[config.mk]
export PLATFORM = sky130hd
export DESIGN_NAME = inst_fetch_unit
export DESIGN_NICKNAME = d
export VERILOG_FILES = /design/src/rtl/inst_fetch_unit_pkg.sv /design/src/rtl/inst_fetch_unit_imm_gen.sv /design/src/rtl/inst_fetch_unit.sv
export SDC_FILE = /design/constraint.sdc
export NUM_CORES = 1
export LEC_CHECK = 0
export CELL_PAD_IN_SITES_DETAIL_PLACEMENT = 0
export CELL_PAD_IN_SITES_GLOBAL_PLACEMENT = 1
export CORE_ASPECT_RATIO = 1.25
export CORE_MARGIN = 10
export CORE_UTILIZATION = 30
export CTS_CLUSTER_SIZE = 14
export DETAILED_ROUTE_END_ITERATION = 8
export PLACE_DENSITY = 0.73
export SETUP_SLACK_MARGIN = 0.02
export SYNTH_ARGS = -nofsm -noshare
export SYNTH_HDL_FRONTEND = slang
export SYNTH_HIERARCHICAL = 1
export SYNTH_SLANG_ARGS = --single-unit
[constraint.sdc]
create_clock -name clk_i -period 7.5 [get_ports clk_i]
set_clock_uncertainty 0.1 [all_clocks]
set_input_delay 1.5 -clock clk_i [delete_from_list [all_inputs] [get_ports clk_i]]
set_output_delay 1.5 -clock clk_i [all_outputs]
set_load 0.02 [all_outputs]
[src/rtl/inst_fetch_unit_pkg.sv]
// ---------------------------------------------------------------------------
// inst_fetch_unit_pkg
// Shared RV32I definitions for the fetch/decode front end:
//   INST_W      instruction width
//   OP_*        major opcode values
//   imm_fmt_e   immediate encoding format of an instruction
//   imm_fmt_of  maps a major opcode to its immediate format
// No ports (package).
// ---------------------------------------------------------------------------
package inst_fetch_unit_pkg;

  localparam int INST_W = 32;

  localparam logic [6:0] OP_LUI    = 7'b0110111;
  localparam logic [6:0] OP_AUIPC  = 7'b0010111;
  localparam logic [6:0] OP_JAL    = 7'b1101111;
  localparam logic [6:0] OP_JALR   = 7'b1100111;
  localparam logic [6:0] OP_BRANCH = 7'b1100011;
  localparam logic [6:0] OP_LOAD   = 7'b0000011;
  localparam logic [6:0] OP_STORE  = 7'b0100011;
  localparam logic [6:0] OP_IMM    = 7'b0010011;
  localparam logic [6:0] OP_REG    = 7'b0110011;

  typedef enum logic [2:0] {
    FMT_NONE,
    FMT_R,
    FMT_I,
    FMT_S,
    FMT_B,
    FMT_U,
    FMT_J
  } imm_fmt_e;

  // R-type and unknown opcodes both carry no immediate; they are kept apart
  // so later decode stages can tell a legal register op from garbage.
  function automatic imm_fmt_e imm_fmt_of(input logic [6:0] op);
    imm_fmt_e fmt;
    case (op)
      OP_IMM, OP_LOAD, OP_JALR: fmt = FMT_I;
      OP_STORE:                 fmt = FMT_S;
      OP_BRANCH:                fmt = FMT_B;
      OP_LUI, OP_AUIPC:         fmt = FMT_U;
      OP_JAL:                   fmt = FMT_J;
      OP_REG:                   fmt = FMT_R;
      default:                  fmt = FMT_NONE;
    endcase
    return fmt;
  endfunction

endpackage

[src/rtl/inst_fetch_unit_imm_gen.sv]
// ---------------------------------------------------------------------------
// inst_fetch_unit_imm_gen
// Purely combinational RV32I immediate extractor, shared by fetch and any
// later decode logic.
// Ports:
//   inst_i   [31:0]  raw instruction
//   imm32_o  [31:0]  sign-extended immediate for the instruction's format,
//                    zero for R-type and unrecognised opcodes
// ---------------------------------------------------------------------------
module inst_fetch_unit_imm_gen
  import inst_fetch_unit_pkg::*;
(
  input  logic [INST_W-1:0] inst_i,
  output logic [INST_W-1:0] imm32_o
);

  // Reassemble the scattered immediate bits for each encoding format.
  always_comb begin
    imm32_o = '0;
    case (imm_fmt_of(inst_i[6:0]))
      FMT_I: imm32_o = {{20{inst_i[31]}}, inst_i[31:20]};
      FMT_S: imm32_o = {{20{inst_i[31]}}, inst_i[31:25], inst_i[11:7]};
      FMT_B: imm32_o = {{19{inst_i[31]}}, inst_i[31], inst_i[7],
                        inst_i[30:25], inst_i[11:8], 1'b0};
      FMT_U: imm32_o = {inst_i[31:12], 12'b0};
      FMT_J: imm32_o = {{11{inst_i[31]}}, inst_i[31], inst_i[19:12],
                        inst_i[20], inst_i[30:21], 1'b0};
      default: imm32_o = '0;
    endcase
  end

endmodule

[src/rtl/inst_fetch_unit.sv]
// ---------------------------------------------------------------------------
// inst_fetch_unit
// Owns the PC, drives a 1-cycle-latency synchronous instruction store and
// buffers returned words (with their PCs) in a FQ_DEPTH-entry queue whose
// head is offered to decode over a valid/ready handshake. A redirect loads
// a new PC and flushes the queue and any in-flight response.
// Ports:
//   clk_i, rst_ni                 clock, async active-low reset
//   imem_req_o, imem_addr_o       read strobe and word address to the store
//   imem_rdata_i                  store data, valid the cycle after the req
//   redirect_valid_i/_pc_i        branch/jump target (bits [1:0] ignored)
//   out_valid_o, out_ready_i      decode handshake on the queue head
//   out_pc_o, out_inst_o          head PC and raw instruction
//   opcode_o .. funct7_o          RV32I field slices of the head
//   imm32_o                       sign-extended immediate of the head
// ---------------------------------------------------------------------------
module inst_fetch_unit
  import inst_fetch_unit_pkg::*;
#(
  parameter int                ADDR_W   = 8,
  parameter logic [ADDR_W-1:0] RESET_PC = '0,
  parameter int                FQ_DEPTH = 2
) (
  input  logic              clk_i,
  input  logic              rst_ni,
  output logic              imem_req_o,
  output logic [ADDR_W-3:0] imem_addr_o,
  input  logic [INST_W-1:0] imem_rdata_i,
  input  logic              redirect_valid_i,
  input  logic [ADDR_W-1:0] redirect_pc_i,
  output logic              out_valid_o,
  input  logic              out_ready_i,
  output logic [ADDR_W-1:0] out_pc_o,
  output logic [INST_W-1:0] out_inst_o,
  output logic [6:0]        opcode_o,
  output logic [4:0]        rd_o,
  output logic [4:0]        rs1_o,
  output logic [4:0]        rs2_o,
  output logic [2:0]        funct3_o,
  output logic [6:0]        funct7_o,
  output logic [INST_W-1:0] imm32_o
);

  localparam int IDX_W = $clog2(FQ_DEPTH);
  localparam int PTR_W = IDX_W + 1;

  logic [ADDR_W-1:0] pc_q, pc_d;
  logic              inflight_q, inflight_d;
  logic [ADDR_W-1:0] inflight_pc_q, inflight_pc_d;
  logic [PTR_W-1:0]  rd_ptr_q, rd_ptr_d;
  logic [PTR_W-1:0]  wr_ptr_q, wr_ptr_d;
  logic [INST_W-1:0] inst_mem_q [FQ_DEPTH];
  logic [ADDR_W-1:0] pc_mem_q   [FQ_DEPTH];

  logic [PTR_W-1:0]  count;
  logic [PTR_W-1:0]  count_after_pop;
  logic [IDX_W-1:0]  rd_idx;
  logic [IDX_W-1:0]  wr_idx;
  logic              pop;
  logic              push;
  logic              issue;

  // Pointers carry one extra wrap bit so full and empty are distinguishable.
  assign count  = wr_ptr_q - rd_ptr_q;
  assign rd_idx = rd_ptr_q[IDX_W-1:0];
  assign wr_idx = wr_ptr_q[IDX_W-1:0];

  assign out_valid_o     = (count != '0);
  assign pop             = out_valid_o && out_ready_i;
  assign push            = inflight_q && !redirect_valid_i;
  assign count_after_pop = count - PTR_W'(pop);

  // Credit check: a request is only issued if its response is guaranteed a
  // slot, counting the response already in flight. rst_ni gates the strobe
  // so nothing is requested while reset is held.
  assign issue = rst_ni && !redirect_valid_i &&
                 ((count_after_pop + PTR_W'(inflight_q)) < PTR_W'(FQ_DEPTH));

  assign imem_req_o  = issue;
  assign imem_addr_o = issue ? pc_q[ADDR_W-1:2] : '0;

  // Next-state: redirect overrides everything, clearing the queue and
  // dropping the response from the previous cycle's request.
  always_comb begin
    pc_d          = pc_q;
    rd_ptr_d      = rd_ptr_q;
    wr_ptr_d      = wr_ptr_q;
    inflight_d    = issue;
    inflight_pc_d = pc_q;
    if (redirect_valid_i) begin
      pc_d     = redirect_pc_i & ~ADDR_W'(3);
      rd_ptr_d = '0;
      wr_ptr_d = '0;
    end else begin
      if (issue) pc_d     = pc_q + ADDR_W'(4);
      if (pop)   rd_ptr_d = rd_ptr_q + PTR_W'(1);
      if (push)  wr_ptr_d = wr_ptr_q + PTR_W'(1);
    end
  end

  // Control state, asynchronously reset.
  always_ff @(posedge clk_i or negedge rst_ni) begin
    if (!rst_ni) begin
      pc_q          <= RESET_PC;
      inflight_q    <= 1'b0;
      inflight_pc_q <= '0;
      rd_ptr_q      <= '0;
      wr_ptr_q      <= '0;
    end else begin
      pc_q          <= pc_d;
      inflight_q    <= inflight_d;
      inflight_pc_q <= inflight_pc_d;
      rd_ptr_q      <= rd_ptr_d;
      wr_ptr_q      <= wr_ptr_d;
    end
  end

  // Queue storage needs no reset; entries are only visible via out_valid_o.
  always_ff @(posedge clk_i) begin
    if (push) begin
      inst_mem_q[wr_idx] <= imem_rdata_i;
      pc_mem_q[wr_idx]   <= inflight_pc_q;
    end
  end

  // The credit rule must make overflow impossible.
  always_ff @(posedge clk_i) begin
    if (rst_ni) assert (!(push && (count == PTR_W'(FQ_DEPTH))));
  end

  // Head outputs are forced to zero whenever the queue is empty.
  assign out_pc_o   = out_valid_o ? pc_mem_q[rd_idx]   : '0;
  assign out_inst_o = out_valid_o ? inst_mem_q[rd_idx] : '0;

  assign opcode_o = out_inst_o[6:0];
  assign rd_o     = out_inst_o[11:7];
  assign funct3_o = out_inst_o[14:12];
  assign rs1_o    = out_inst_o[19:15];
  assign rs2_o    = out_inst_o[24:20];
  assign funct7_o = out_inst_o[31:25];

  inst_fetch_unit_imm_gen u_imm_gen (
    .inst_i  (out_inst_o),
    .imm32_o (imm32_o)
  );

endmodule

==> metrics.txt <==
CTS Root Buffer Type=clkbuf_16; antenna violations before repair=3; Syn Area/Cell=12.6 µm²; EDFF count, synth=76; Detail Placement HPWL=9820 µm; gr usage total=0.123; number of global-route vias before repair=3412; hold path start=inflight_pc_d[7]; Hold Crit Class=flop to flop; total core area=0.0150 mm²; initial DRC count=196; multi-input logic area=0.00151 mm²; fraction of registers with async set/reset=0.183; fillers=1427; clk slew on worst S/H paths=0.06 ns; vias=3233; postcts setup bufs=0; met2 usage=0.213; Skew-Pair Late Insertion Delay=0.34 ns; DRC Markers=0; cts hold-fix bufs=0; Arr. time, crit path=4.34 ns; I/O pin cnt=156; layout cells sized above 1=0.0825; ys flop type=edfxtp_1; register area share after synthesis=0.590; Syn. warnings=6; sinks on the clock net=93; Setup crit end kind=primary output; total chip power=2760 µW; Synth cell types=51; Synth Instances=364; first-pass GRT wire length=19500 µm; Max Slew Vio Count=0; Reg2Reg Capture Point=inflight_pc_d[7]; Fin. Hold Viols=0; status=finished clean; Initial Util=0.306; CP Launch Type=input pin; CP Class=input pin to primary output; FF+latch area=0.00271 mm²; Hold Path Depth=0; Peak VDD IR=0.188 mV; H-tree levels=3; CP Max Fanout=8; CTS tree=done; Max-slew headroom=0.282; R2R depth=8; CTS buffer count=9; post-route ant nets=0; Detailed Route WL=13000 µm; Final Setup Violations=0; DIE AREA=0.0207 mm²; post-route setup TNS=0 ns; Resize count post-CTS=0; met3 global-route usage=0.0509; leakage=0.00212 µW; GR peak layer=met2; unrepaired setup endpoints after global routing=no; Netlist Area Pre-Place=0.00459 mm²; Layout Nets=527; post-layout min period=5.94 ns; max cap viols=0; met1 usage=0.132; GRT Residual Overflow=0; Peak Freq=168 MHz; Routability Congestion=0.792; R2R Setup Slk=4.69 ns; DR WL/cell=19.4 µm; r2r startpoint=wr_ptr_q[0]; post-DR vias/cell=4.84; Seq cells post-synth=93; Pwr Density=434 mW/mm²; Die Y=158 µm; clk buf depth=2; fin crit share=0.793; largest net degree at the start of global routing=41; Die W=131 µm; Hold Path Sink=inflight_pc_q[7]; num rows=50; Slew @ Worst Pin=1.07 ns; Area Overhead vs Synth=38.7%; port buffer count=151; Pre-Repair DR Iteration Count=4; worst endpoint required time=5.90 ns
[kinds of logic after synthesis]
logic type / after synthesis / share of synthesized area
other cells: 1 / 0.000817
mux: 40 / 0.0872
fa+ha+maj: 3 / 0.00818
buf+inv: 64 / 0.0842
flops: 93 / 0.590
simple gates: 100 / 0.120
xor+xnor: 9 / 0.0234
compound gates: 54 / 0.0861
[per-stage QoR]
step                cells  hold WS, ns  area (µm²)  utilization  setup WS [ns]
floorplan             365        0.287        4590            -           2.16
global placement      651        0.322        6060        0.403           1.64
detailed placement    651        0.331        6060        0.403           1.54
CTS                   667        0.348        6360        0.424           1.53
global route          667        0.357        6360        0.424           1.38
finish                668        0.342        6370        0.424           1.56
[power breakdown]
| group | internal (µW) | switching (µW) | leakage, µW | total, µW |
|---|---|---|---|---|
| Clock | 263 | 195 | 0.000152 | 459 |
| Combinational | 654 | 979 | 0.00106 | 1630 |
| Sequential | 634 | 34.6 | 0.000899 | 669 |
[critical path, stage by stage]
cell             delay [ns]
clkdlybuf4s50_1        0.47
inv_1                  0.05
a21oi_1                0.21
ha_1                   0.22
xnor2_1                0.19
xor3_1                 0.51
nor3b_2                0.39
and2_1                 0.19
clkdlybuf4s50_1        0.61
[state kept, by name (all words and copies together), names as in the netlist]
register and cells:
wr_ptr_q 2, inst_mem_q 64, inflight_pc_q 6, rd_ptr_q 2, inflight_pc_d 6, pc_mem_q 12
inflight_q 1
[metal layers]
metal / wire length [µm] / part of all wire
met1: 4920 / 0.38
met2: 6570 / 0.51
met3: 1250 / 0.097
met4: 212 / 0.016
met5: 21 / 0.0016
[cells in the mapped netlist (2+ instances only)]
library cell | n | share of area
nand2_1 | 6 | 0.0049
xor2_1 | 2 | 0.0038
o211ai_1 | 8 | 0.013
inv_1 | 8 | 0.0065
a211o_1 | 2 | 0.0038
nor4_1 | 2 | 0.0027
clkbuf_1 | 11 | 0.0090
ha_1 | 3 | 0.0082
nor2b_1 | 3 | 0.0041
nand2b_1 | 2 | 0.0027
nor2_1 | 46 | 0.038
buf_2 | 6 | 0.0065
buf_1 | 3 | 0.0025
and4b_2 | 2 | 0.0049
buf_4 | 35 | 0.057
edfxtp_1 | 76 | 0.50
xnor2_1 | 5 | 0.0095
nand4_1 | 4 | 0.0055
a22o_1 | 4 | 0.0076
o2111ai_1 | 2 | 0.0038
o31a_1 | 2 | 0.0038
o21ai_0 | 5 | 0.0055
or4_1 | 2 | 0.0033
a21oi_1 | 13 | 0.014
o2bb2ai_1 | 11 | 0.021
a211oi_1 | 2 | 0.0033
nand3_1 | 5 | 0.0055
nor3b_2 | 2 | 0.0055
dfrtp_1 | 17 | 0.093
mux2i_1 | 40 | 0.087
nor3b_1 | 8 | 0.013
and2_1 | 8 | 0.011
[how the worst max path moves through the flow]
| stage | startpoint | end | cells after the start |
|---|---|---|---|
| 6_report | out_ready_i | imem_addr_o[3] | 9 |
| 3_5_place_dp | out_ready_i | imem_addr_o[3] | 9 |
| 4_1_cts | out_ready_i | imem_addr_o[3] | 9 |
| 2_1_floorplan | redirect_valid_i | inst_mem_q[0][0] | 3 |
| 5_1_grt | out_ready_i | imem_addr_o[5] | 9 |
| 3_3_place_gp | out_ready_i | imem_addr_o[3] | 9 |
[placed cells by master, fill, tap and decap left out, types with 5 or more instances in the layout]
master and instances:
dfrtp_1 16, nor3b_1 6, nand3_1 5, mux2i_1 40, buf_4 9, a21oi_1 13, clkbuf_16 9, o21ai_0 5
clkdlybuf4s50_1 151, inv_1 8, nor2_1 46, xnor2_1 5, o2bb2ai_1 11, edfxtp_1 76, nand2_1 6, o211ai_1 8
and2_1 7
[cell type report]
type	instances	share of cell area
Tap cell	182	0.0358
Clock buffer	9	0.0354
Inverter	8	0.00472
Clock inverter	7	0.0128
Sequential cell	93	0.426
Antenna cell	1	0.000393
Timing Repair Buffer	160	0.248
Multi-Input combinational cell	208	0.237
(Power assumes the default switching activity.)
